### src/rtl/mem_access_initiator_pkg.sv
// mem_access_pkg
// Shared definitions for the memory access initiator: FSM state encoding,
// WR_RD pin polarity and the default read-address offset the data memory
// applies internally.
package mem_access_pkg;

    typedef enum logic [2:0] {
        ST_IDLE     = 3'd0,
        ST_WRITE    = 3'd1,
        ST_RD_ADDR  = 3'd2,
        ST_RD_DATA  = 3'd3,
        ST_RSP_WAIT = 3'd4
    } state_e;

    // Memory WR_RD pin: low writes, high reads.
    localparam logic WR_RD_WRITE = 1'b0;
    localparam logic WR_RD_READ  = 1'b1;

    // The memory adds this to every read address.
    localparam int unsigned DEFAULT_READ_OFFSET = 32'h0000_00F0;

endpackage

### src/rtl/mem_access_initiator_if.sv
// mem_access_initiator_if
// Bundles the request channel, the response channel and the memory pins of
// the initiator.
//   req_*     : CPU request (valid/ready), write/addr/len/wdata payload
//   rsp_*     : read beat response (valid/ready), data and last flag
//   mem_*     : data memory pins (din, ADDR, WR_RD, dout)
// Modports:
//   slave  : the mem_access_initiator itself
//   master : the environment (CPU datapath + memory)
interface mem_access_initiator_if #(
    parameter int DATA_WIDTH = 32,
    parameter int ADDR_WIDTH = 10
);
    logic                  req_valid;
    logic                  req_ready;
    logic                  req_write;
    logic [ADDR_WIDTH-1:0] req_addr;
    logic [1:0]            req_len;
    logic [DATA_WIDTH-1:0] req_wdata;

    logic                  rsp_valid;
    logic                  rsp_ready;
    logic [DATA_WIDTH-1:0] rsp_data;
    logic                  rsp_last;

    logic [DATA_WIDTH-1:0] mem_din;
    logic [ADDR_WIDTH-1:0] mem_addr;
    logic                  mem_wr_rd;
    logic [DATA_WIDTH-1:0] mem_dout;

    modport slave (
        input  req_valid, req_write, req_addr, req_len, req_wdata,
        input  rsp_ready, mem_dout,
        output req_ready, rsp_valid, rsp_data, rsp_last,
        output mem_din, mem_addr, mem_wr_rd
    );

    modport master (
        output req_valid, req_write, req_addr, req_len, req_wdata,
        output rsp_ready, mem_dout,
        input  req_ready, rsp_valid, rsp_data, rsp_last,
        input  mem_din, mem_addr, mem_wr_rd
    );

endinterface

### src/rtl/mem_access_initiator_fifo.sv
// mem_req_fifo
// Synchronous FIFO for queued requests. A push is ignored while full (even in
// a cycle that also pops), a pop is ignored while empty. Read data is the
// current head entry, valid whenever empty_o is low.
//   clk_i, rst_ni : clock, asynchronous active-low reset
//   push_i/wdata_i: write request and entry
//   pop_i/rdata_o : remove head entry / head entry
//   full_o/empty_o: occupancy flags
module mem_req_fifo #(
    parameter int WIDTH = 8,
    parameter int DEPTH = 4
) (
    input  logic             clk_i,
    input  logic             rst_ni,
    input  logic             push_i,
    input  logic [WIDTH-1:0] wdata_i,
    input  logic             pop_i,
    output logic [WIDTH-1:0] rdata_o,
    output logic             full_o,
    output logic             empty_o
);
    localparam int PW = $clog2(DEPTH);

    // Pointers carry one extra wrap bit to tell full from empty.
    logic [PW:0]      wr_ptr_q, wr_ptr_d;
    logic [PW:0]      rd_ptr_q, rd_ptr_d;
    logic [WIDTH-1:0] mem_q [DEPTH];
    logic             do_push;
    logic             do_pop;

    assign empty_o = (wr_ptr_q == rd_ptr_q);
    assign full_o  = (wr_ptr_q[PW] != rd_ptr_q[PW]) &&
                     (wr_ptr_q[PW-1:0] == rd_ptr_q[PW-1:0]);
    assign do_push = push_i && !full_o;
    assign do_pop  = pop_i && !empty_o;
    assign rdata_o = mem_q[rd_ptr_q[PW-1:0]];

    assign wr_ptr_d = do_push ? wr_ptr_q + (PW+1)'(1) : wr_ptr_q;
    assign rd_ptr_d = do_pop  ? rd_ptr_q + (PW+1)'(1) : rd_ptr_q;

    always_ff @(posedge clk_i or negedge rst_ni) begin
        if (!rst_ni) begin
            wr_ptr_q <= '0;
            rd_ptr_q <= '0;
        end else begin
            wr_ptr_q <= wr_ptr_d;
            rd_ptr_q <= rd_ptr_d;
        end
    end

    always_ff @(posedge clk_i) begin
        if (do_push) begin
            mem_q[wr_ptr_q[PW-1:0]] <= wdata_i;
        end
    end

endmodule

### src/rtl/mem_access_initiator.sv
// mem_access_initiator
// Queues CPU load/store requests and sequences the single-port data memory.
// Stores write the same data to every beat; loads return one response beat
// per word. Read addresses are pre-compensated for the memory's internal
// offset so a load and a store to the same request address hit the same word.
//   clk_i  : clock
//   rst_ni : asynchronous active-low reset
//   bus    : request, response and memory pins (slave modport)
//   busy_o : FSM active or requests still queued
//
// state       | meaning
// ------------+------------------------------------------------------------
// ST_IDLE     | waiting for a queued request; pops it and loads beat regs
// ST_WRITE    | one memory write per cycle until the last beat
// ST_RD_ADDR  | read address presented to the memory
// ST_RD_DATA  | memory data valid; captured into the response register
// ST_RSP_WAIT | response held until the consumer takes it
module mem_access_initiator
    import mem_access_pkg::*;
#(
    parameter int DATA_WIDTH = 32,
    parameter int ADDR_WIDTH = 10,
    parameter int FIFO_DEPTH = 4,
    parameter logic [ADDR_WIDTH-1:0] READ_OFFSET = ADDR_WIDTH'(DEFAULT_READ_OFFSET)
) (
    input  logic                   clk_i,
    input  logic                   rst_ni,
    mem_access_initiator_if.slave  bus,
    output logic                   busy_o
);
    localparam int ENTRY_W = 1 + ADDR_WIDTH + 2 + DATA_WIDTH;

    state_e                state_q, state_d;
    logic [ADDR_WIDTH-1:0] beat_addr_q, beat_addr_d;
    logic [1:0]            beat_cnt_q, beat_cnt_d;
    logic [DATA_WIDTH-1:0] wdata_q, wdata_d;
    logic                  rsp_valid_q, rsp_valid_d;
    logic [DATA_WIDTH-1:0] rsp_data_q, rsp_data_d;
    logic                  rsp_last_q, rsp_last_d;

    logic [ENTRY_W-1:0]    push_entry;
    logic [ENTRY_W-1:0]    pop_entry;
    logic                  fifo_pop;
    logic                  fifo_full;
    logic                  fifo_empty;
    logic                  pop_write;
    logic [ADDR_WIDTH-1:0] pop_addr;
    logic [1:0]            pop_len;
    logic [DATA_WIDTH-1:0] pop_wdata;

    logic [ADDR_WIDTH-1:0] rd_addr;
    logic                  mem_wr_rd;
    logic [ADDR_WIDTH-1:0] mem_addr;
    logic [DATA_WIDTH-1:0] mem_din;

    assign push_entry = {bus.req_write, bus.req_addr, bus.req_len, bus.req_wdata};
    assign {pop_write, pop_addr, pop_len, pop_wdata} = pop_entry;

    mem_req_fifo #(
        .WIDTH (ENTRY_W),
        .DEPTH (FIFO_DEPTH)
    ) u_fifo (
        .clk_i   (clk_i),
        .rst_ni  (rst_ni),
        .push_i  (bus.req_valid),
        .wdata_i (push_entry),
        .pop_i   (fifo_pop),
        .rdata_o (pop_entry),
        .full_o  (fifo_full),
        .empty_o (fifo_empty)
    );

    // The memory adds READ_OFFSET to read addresses; subtracting it here
    // (mod 2^ADDR_WIDTH) lands the read on the requested word.
    assign rd_addr = beat_addr_q - READ_OFFSET;

    always_comb begin
        state_d     = state_q;
        beat_addr_d = beat_addr_q;
        beat_cnt_d  = beat_cnt_q;
        wdata_d     = wdata_q;
        rsp_valid_d = rsp_valid_q;
        rsp_data_d  = rsp_data_q;
        rsp_last_d  = rsp_last_q;
        fifo_pop    = 1'b0;
        mem_wr_rd   = WR_RD_READ;
        mem_addr    = '0;
        mem_din     = '0;

        case (state_q)
            ST_IDLE: begin
                if (!fifo_empty) begin
                    fifo_pop    = 1'b1;
                    beat_addr_d = pop_addr;
                    beat_cnt_d  = pop_len;
                    wdata_d     = pop_wdata;
                    state_d     = pop_write ? ST_WRITE : ST_RD_ADDR;
                end
            end
            ST_WRITE: begin
                mem_wr_rd   = WR_RD_WRITE;
                mem_addr    = beat_addr_q;
                mem_din     = wdata_q;
                beat_addr_d = beat_addr_q + ADDR_WIDTH'(1);
                beat_cnt_d  = beat_cnt_q - 2'd1;
                if (beat_cnt_q == 2'd0) begin
                    state_d = ST_IDLE;
                end
            end
            ST_RD_ADDR: begin
                mem_addr = rd_addr;
                state_d  = ST_RD_DATA;
            end
            ST_RD_DATA: begin
                mem_addr    = rd_addr;
                rsp_data_d  = bus.mem_dout;
                rsp_valid_d = 1'b1;
                rsp_last_d  = (beat_cnt_q == 2'd0);
                state_d     = ST_RSP_WAIT;
            end
            ST_RSP_WAIT: begin
                mem_addr = rd_addr;
                if (bus.rsp_ready) begin
                    rsp_valid_d = 1'b0;
                    if (rsp_last_q) begin
                        state_d = ST_IDLE;
                    end else begin
                        beat_addr_d = beat_addr_q + ADDR_WIDTH'(1);
                        beat_cnt_d  = beat_cnt_q - 2'd1;
                        state_d     = ST_RD_ADDR;
                    end
                end
            end
            default: begin
                state_d = ST_IDLE;
            end
        endcase
    end

    always_ff @(posedge clk_i or negedge rst_ni) begin
        if (!rst_ni) begin
            state_q     <= ST_IDLE;
            beat_addr_q <= '0;
            beat_cnt_q  <= '0;
            wdata_q     <= '0;
            rsp_valid_q <= 1'b0;
            rsp_data_q  <= '0;
            rsp_last_q  <= 1'b0;
        end else begin
            state_q     <= state_d;
            beat_addr_q <= beat_addr_d;
            beat_cnt_q  <= beat_cnt_d;
            wdata_q     <= wdata_d;
            rsp_valid_q <= rsp_valid_d;
            rsp_data_q  <= rsp_data_d;
            rsp_last_q  <= rsp_last_d;
        end
    end

    assign bus.req_ready = !fifo_full;
    assign bus.rsp_valid = rsp_valid_q;
    assign bus.rsp_data  = rsp_data_q;
    assign bus.rsp_last  = rsp_last_q;
    assign bus.mem_wr_rd = mem_wr_rd;
    assign bus.mem_addr  = mem_addr;
    assign bus.mem_din   = mem_din;
    assign busy_o        = (state_q != ST_IDLE) || !fifo_empty;

endmodule
### src/flat_wrapper.sv
// flat-port wrapper written by rule: the top's interface ports become plain ports
module mem_access_initiator_flat import mem_access_pkg::*;
#(
    parameter int DATA_WIDTH = 32,
    parameter int ADDR_WIDTH = 10,
    parameter int FIFO_DEPTH = 4,
    parameter logic [ADDR_WIDTH-1:0] READ_OFFSET = ADDR_WIDTH'(DEFAULT_READ_OFFSET)
)
  (clk_i, rst_ni, busy_o, bus_req_valid, bus_req_write, bus_req_addr, bus_req_len, bus_req_wdata, bus_rsp_ready, bus_mem_dout, bus_req_ready, bus_rsp_valid, bus_rsp_data, bus_rsp_last, bus_mem_din, bus_mem_addr, bus_mem_wr_rd);
  mem_access_initiator_if #(.DATA_WIDTH(DATA_WIDTH), .ADDR_WIDTH(ADDR_WIDTH)) bus_i ();
  input  logic clk_i;
  input  logic rst_ni;
  output logic busy_o;
  input wire logic [$bits(bus_i.req_valid)-1:0] bus_req_valid;
  input wire logic [$bits(bus_i.req_write)-1:0] bus_req_write;
  input wire logic [$bits(bus_i.req_addr)-1:0] bus_req_addr;
  input wire logic [$bits(bus_i.req_len)-1:0] bus_req_len;
  input wire logic [$bits(bus_i.req_wdata)-1:0] bus_req_wdata;
  input wire logic [$bits(bus_i.rsp_ready)-1:0] bus_rsp_ready;
  input wire logic [$bits(bus_i.mem_dout)-1:0] bus_mem_dout;
  output wire logic [$bits(bus_i.req_ready)-1:0] bus_req_ready;
  output wire logic [$bits(bus_i.rsp_valid)-1:0] bus_rsp_valid;
  output wire logic [$bits(bus_i.rsp_data)-1:0] bus_rsp_data;
  output wire logic [$bits(bus_i.rsp_last)-1:0] bus_rsp_last;
  output wire logic [$bits(bus_i.mem_din)-1:0] bus_mem_din;
  output wire logic [$bits(bus_i.mem_addr)-1:0] bus_mem_addr;
  output wire logic [$bits(bus_i.mem_wr_rd)-1:0] bus_mem_wr_rd;
  assign bus_i.req_valid = bus_req_valid;
  assign bus_i.req_write = bus_req_write;
  assign bus_i.req_addr = bus_req_addr;
  assign bus_i.req_len = bus_req_len;
  assign bus_i.req_wdata = bus_req_wdata;
  assign bus_i.rsp_ready = bus_rsp_ready;
  assign bus_i.mem_dout = bus_mem_dout;
  assign bus_req_ready = bus_i.req_ready;
  assign bus_rsp_valid = bus_i.rsp_valid;
  assign bus_rsp_data = bus_i.rsp_data;
  assign bus_rsp_last = bus_i.rsp_last;
  assign bus_mem_din = bus_i.mem_din;
  assign bus_mem_addr = bus_i.mem_addr;
  assign bus_mem_wr_rd = bus_i.mem_wr_rd;
  mem_access_initiator #(.DATA_WIDTH(DATA_WIDTH), .ADDR_WIDTH(ADDR_WIDTH), .FIFO_DEPTH(FIFO_DEPTH), .READ_OFFSET(READ_OFFSET)) u_core (.clk_i(clk_i), .rst_ni(rst_ni), .bus(bus_i), .busy_o(busy_o));
endmodule
### config.mk
export PLATFORM = sky130hd
export DESIGN_NAME = mem_access_initiator_flat
export DESIGN_NICKNAME = d
export VERILOG_FILES = /design/src/rtl/mem_access_initiator_pkg.sv /design/src/rtl/mem_access_initiator_if.sv /design/src/rtl/mem_access_initiator_fifo.sv /design/src/rtl/mem_access_initiator.sv /design/src/flat_wrapper.sv
export SDC_FILE = /design/constraint.sdc
export NUM_CORES = 1
export LEC_CHECK = 0
export BUFFER_PORTS_ARGS = -buffer_cell sky130_fd_sc_hd__buf_2
export CAP_MARGIN = 20
export CORE_ASPECT_RATIO = 1.1
export CORE_UTILIZATION = 45
export CTS_CLUSTER_SIZE = 40
export DETAILED_ROUTE_END_ITERATION = 10
export GPL_TIMING_DRIVEN = 0
export PLACE_DENSITY = 0.71
export SYNTH_ARGS = -nofsm -noshare
export SYNTH_HDL_FRONTEND = slang
export SYNTH_SLANG_ARGS = --single-unit
### constraint.sdc
create_clock -name clk_i -period 3.4 [get_ports clk_i]
set_input_delay 0.34 -clock clk_i [delete_from_list [all_inputs] [get_ports clk_i]]
set_output_delay 0.34 -clock clk_i [all_outputs]
set_load 0.03 [all_outputs]
* Word level (Yosys, flattened, before mapping)
Memories as Yosys holds them, arrays and structs flattened.
Index checks and enable logic that the tools add are counted.
** Word-level totals
- Bits of input ports :: 81
- Register bits :: 87
- RAM bits :: 180
- Memories kept :: 1
- Logic and storage cells :: 66
- Output and inout port bits :: 79
** Memory list
- u_core.u_fifo.mem_q :: words 4, width 45, read ports 1, clocked after Yosys merged registers in 0, write ports 1, line mem_access_initiator_fifo.sv:27 : logic [WIDTH-1:0] mem_q [DEPTH];
** Cells by class
- Equal/unequal tests :: 11
- Reduce and logical (&&, ||, !) cells :: 16
- $add $sub $neg :: 5
- Multiplexer cells :: 23
- Bitwise logic cells :: 1
** Operator list (number)
- 32-bit 2-to-1 mux :: 1
- 10-bit 2-to-1 mux :: 3
- 10-bit case mux with 3 select lines :: 1
- 10-bit case mux with 2 select lines :: 1
- 3-bit case mux with 5 select lines :: 1
- 10-bit by 1-bit adder with 10-bit output, second input constant :: 1
- 2-bit 2-to-1 mux :: 5
- 10-bit by 8-bit subtractor with 10-bit output, second input constant :: 1
- 3-bit 2-to-1 mux :: 3
- 3-bit by 1-bit adder with 3-bit output, second input constant :: 2
- 3-bit by 2-bit == test with 1-bit output, second input constant :: 2
- 1-bit 2-to-1 mux :: 6
- 2-bit != test, second input constant :: 3
- 2-bit case mux with 3 select lines :: 1
- 3-bit nonzero test :: 2
- 2-bit AND reduction :: 2
- 4-bit AND reduction :: 1
- 3-bit by 1-bit == test with 1-bit output, second input constant :: 1
- 3-bit == test :: 1
- 3-bit == test, second input constant :: 1
- 1-bit logical AND :: 3
- 3-bit logical NOT :: 1
- 3-bit AND reduction :: 1
- 3-bit OR reduction :: 1
- other kinds (10) :: 11

* Longest topological paths before layout
- Word-level depth :: 6
- Gate-level depth with buffers :: 7
- Depth with buffers taken out :: 5

* Hierarchy
From an unflattened synthesis, not the netlist that was laid out.
** Unflattened totals
- Cell total of the unflattened synthesis :: 610
- Area total of the unflattened synthesis :: 10870.4 um^2
** By module, submodules not included
- mem_req_fifo :: instances 1, cells an instance 284, area each 6991.7 um^2
- mem_access_initiator :: instances 1, cells an instance 326, area each 3878.7 um^2

* Worst setup path before layout
OpenSTA, ideal clock, no wires.
- Path kind :: register to register
- From :: reg u_core.u_fifo.rd_ptr_q[0]
- To :: mem u_core.u_fifo.mem_q[3][0] in the netlist's numbering, enable pin
- Stages on the path, launching flop included :: 4
- Setup time :: 0.409 ns
- Setup slack :: 0.849 ns
- Arrival time :: 2.142 ns
- Cells stage by stage :: dfrtp_1 -> xor2_1 -> o31a_1 -> and2_1
** On the way
- Longest elaborated chain between the ends :: 6
** RTL lines
- start: declaration :: line mem_access_initiator_fifo.sv:26 : logic [PW:0] rd_ptr_q, rd_ptr_d;
- start signal: assignment :: line mem_access_initiator_fifo.sv:47 : rd_ptr_q <= rd_ptr_d;
- 2-bit == test :: line mem_access_initiator_fifo.sv:33 : (wr_ptr_q[PW-1:0] == rd_ptr_q[PW-1:0]);
- 1-bit logical AND :: line mem_access_initiator_fifo.sv:32 : assign full_o = (wr_ptr_q[PW] != rd_ptr_q[PW]) &&
- 1-bit logical NOT :: line mem_access_initiator_fifo.sv:34 : assign do_push = push_i && !full_o;
- 1-bit logical AND :: line mem_access_initiator_fifo.sv:34
- 1-bit 2-to-1 mux :: line mem_access_initiator_fifo.sv:52 : if (do_push) begin
- 1-bit 2-to-1 mux (not written as such) :: line mem_access_initiator_fifo.sv:53 : mem_q[wr_ptr_q[PW-1:0]] <= wdata_i;
- end: declaration :: line mem_access_initiator_fifo.sv:27
No other way between the ends.

* Worst setup path after layout
- From :: reg u_core.state_q[0]
- To :: out bus_mem_din[2]
** On the way
- Longest elaborated chain between the ends :: 2
** RTL lines
- start: declaration :: line mem_access_initiator.sv:33 : state_e state_q, state_d;
- start signal: assignment :: line mem_access_initiator.sv:150 : state_q <= state_d;
- 3-bit by 1-bit == test with 1-bit output :: line mem_access_initiator.sv:90 : case (state_q)
- 32-bit 2-to-1 mux :: line mem_access_initiator.sv:90
- end: declaration :: line flat_wrapper.sv:25 : output wire logic [$bits(bus_i.mem_din)-1:0] bus_mem_din;
No other way between the ends.

==> impl_metrics.ini <==
[outcome]
status = finished, final reports clean

[global_routing]
antenna_found_initial = 2
grt_pass1_wl_um = 35800
grt_max_degree = 48
grt_pass1_vias = 6618
grt-ovfl-total = 0
track_usage_pct = 18.6

[placement]
post-place-ws_ns = 1.04
place.detailed.hpwl_um = 14400
gp_congestion = 0.775
portBuffers = 159
place_area_um2 = 12300

[yosys]
yosys.area_share.simple_pct = 4.93
ys_seq_area_share_pct = 68.9
syn_inst = 597
yosys_warnings = 0
synth_fp_nets = 686
synth-seq-cells = 267
syn_avg_cell_area_um2 = 18.4
async_flop_share_pct = 32.6
synthAdderAreaFrac_pct = 0.909
synthMostInstantiatedCell = edfxtp_1
synth_area_leaders = edfxtp_1 49%, dfrtp_1 20%, mux4_2 9.2%
synthTopCellsByCount = 180 x edfxtp_1, 87 x dfrtp_1, 45 x mux4_2
synth_xor_xnor_area_share_pct = 1.17
synth_flop_cell = edfxtp_1
synth-compound-area-share_pct = 4.22
synth.distinct_cells = 61
synth.cell_area_um2 = 11000
synth_mux_area_share_pct = 17.7
synth_area_leader_cell = edfxtp_1
synth_top_family_by_area = multiplexers
synth_top_area_share_pct = 49.1
synth_edf_count = 180

[cells_and_area]
nets = 925
antennaDiodeCount = 0
fin_area_um2 = 13700
syn_to_final_growth_pct = 24.6
drive_gt1_share_pct = 40.8

[floorplanning]
die-area_um2 = 25100
die_x_um = 151
num_rows = 59
ioPinCount = 160
start_util_pct = 46.2
fp.coreArea_um2 = 23800
die_h_um = 166

[drt]
ant_nets = 0
drt_pass1_iterations = 6
drt_iter0_drc = 356
wire_per_inst_um = 19.7
viasPerCell = 5.33
drc = 0
routed_wl_um = 22900
via_count = 6200

[timing]
fmax_mhz = 363
rsz0062_at_grt = no
hold_viol_final = 0
setup_viol_count_final = 0
setup_tns_ns = 0
clock_skew_ns = 0.0122
slew_headroom_pct = 53.7
tightest_slew_ns = 0.695
slew_viol_final = 0
period_needed_ns = 2.75
min_period_over_period_pct = 81.0
setup_ws_ns = 0.645

[setup_path]
critPathKind = reg -> out
worstPathRequired_ns = 3.06
critical_path.endpoint_type = output pin
worst_setup_path_start_kind = register
crit_fanout = 10
arrival_ns = 2.41
r2r-start = u_core.u_fifo.rd_ptr_q[0]
startpoint = u_core.state_q[0]

[power_and_ir_drop]
leakage_nw = 5.44
p_per_area_nw_per_um2 = 1060
power_w = 0.0146
seq_power_share_pct = 34.5
p_clk_share_pct = 21.5
combPwrFrac_pct = 43.9
switchingPower_w = 0.00533
ir_drop_mv = 0.517
p_int_w = 0.00925
switching_share_pct = 36.6

[cts]
post_cts_buffers = 0
clk_latency_ns = 0.55
cts_buffer_depth = 3
cts.sinks = 267
numCtsBuffers = 28
htreeDepth = 1
cts-root-buf = clkbuf_16
cts_tree = built
cts.reportedPaths.clkPinSlew_ns = 0.06

[job]
drv_cap = 0

[hold_path]
hp-class = in -> reg
min_from = bus_req_wdata[27]
==> power by group through the flow <==
stage | logic, W | registers, W | clock network (W)
2_1_floorplan | 0.00438 | 0.00541 | 0
3_3_place_gp | 0.00625 | 0.00509 | 0
3_5_place_dp | 0.00640 | 0.00508 | 0
4_1_cts | 0.00648 | 0.00504 | 0.00322
5_1_grt | 0.00689 | 0.00515 | 0.00334
6_report | 0.00641 | 0.00504 | 0.00314
==> worst max-delay path, cell delays in order, from the launching register on <==
cell and delay [ns]:
dfrtp_1 0.40, nor2b_1 0.14, clkbuf_1 0.45, clkbuf_1 0.40, and3_1 0.27, buf_2 0.21
==> final cells by class <==
class	instances	area [µm²]
multi-input combinational	288	3180
timing repair buffer	209	1360
clock inverter	20	229
sequential	267	7580
clock buffer	32	736
inverter	9	33.8
tap	305	382
buffer	33	213
fill	1830	10100
==> layer usage <==
metal	vias up	global-route usage, %	part of all wire, %
li1	2853	-	-
met1	3113	23.5	41
met2	196	32.5	51
met3	36	3.98	6.4
met4	2	4.39	1.7
met5	-	0	0.052
==> sequential cells by signal, indices dropped and copies added (netlist names), 2 cells and up <==
signal and cells:
u_core.beat_addr_q 10, u_core.u_fifo.wr_ptr_q 3, u_core.u_fifo.rd_ptr_q 3, u_core.bus.rsp_data 32, u_core.u_fifo.mem_q 180, u_core.state_q 3, u_core.beat_cnt_q 2, u_core.wdata_q 32
==> layout by cell type, fill, tap and decap left out, types with 5 or more instances in the layout <==
master / Yosys / layout
buf_2: 11 / 169
a2bb2oi_1: 6 / 6
xor2_1: 5 / 5
buf_4: 5 / 6
nand3_1: 9 / 9
xnor2_1: 6 / 6
mux4_2: 45 / 45
clkbuf_16: 0 / 28
dfrtp_1: 87 / 87
and2_2: 1 / 5
and2_1: 9 / 5
a221oi_1: 5 / 5
mux2_4: 30 / 30
mux2_1: 17 / 17
and3_1: 32 / 32
inv_1: 9 / 9
a21oi_1: 8 / 8
ha_1: 8 / 8
dlygate4sd3_1: 0 / 45
nor2_1: 8 / 8
nand2_1: 11 / 11
clkinv_2: 0 / 6
clkbuf_1: 10 / 12
o21ai_0: 7 / 7
mux2_2: 22 / 22
edfxtp_1: 180 / 180
==> worst paths after layout <==
check,to,slack (ns),cells past startpoint
max in group asynchronous,u_core.wdata_q[15],2.41,3
setup / recovery,bus_mem_din[2],0.65,5
min in group asynchronous,u_core.bus.rsp_data[4],0.33,2
hold reg to reg,u_core.bus.rsp_data[2],0.48,1
hold / removal,u_core.u_fifo.mem_q[3][27],0.02,1
setup reg to reg,u_core.u_fifo.mem_q[1][6],1.06,4
==> stage by stage <==
stage	util, %	instances	hold slack, ns
after floorplan	-	597	0.0444
after global placement	51.1	1061	0.470
after detailed placement	51.6	1066	0.379
after CTS	57.5	1163	0.000355
after global routing	57.5	1163	0.00682
final	57.5	1163	0.0166
==> logic make-up after synthesis <==
| kind of cell | Yosys count |
|---|---|
| DFF | 267 |
| muxes | 118 |
| and+or+nand+nor | 93 |
| AOI/OAI and AO/OA | 56 |
| buffers and inverters | 42 |
| xor gates and xnor gates | 13 |
| adders and majority gates | 8 |
==> repair_timing <==
action / CTS / global route
hold buffers: 45 / 0
resized for setup: 0 / 0
hold endpoints to repair: 158 / 0
endpoints found under the setup margin: 0 / 0
Note: power is estimated with default switching activity, not from simulation.
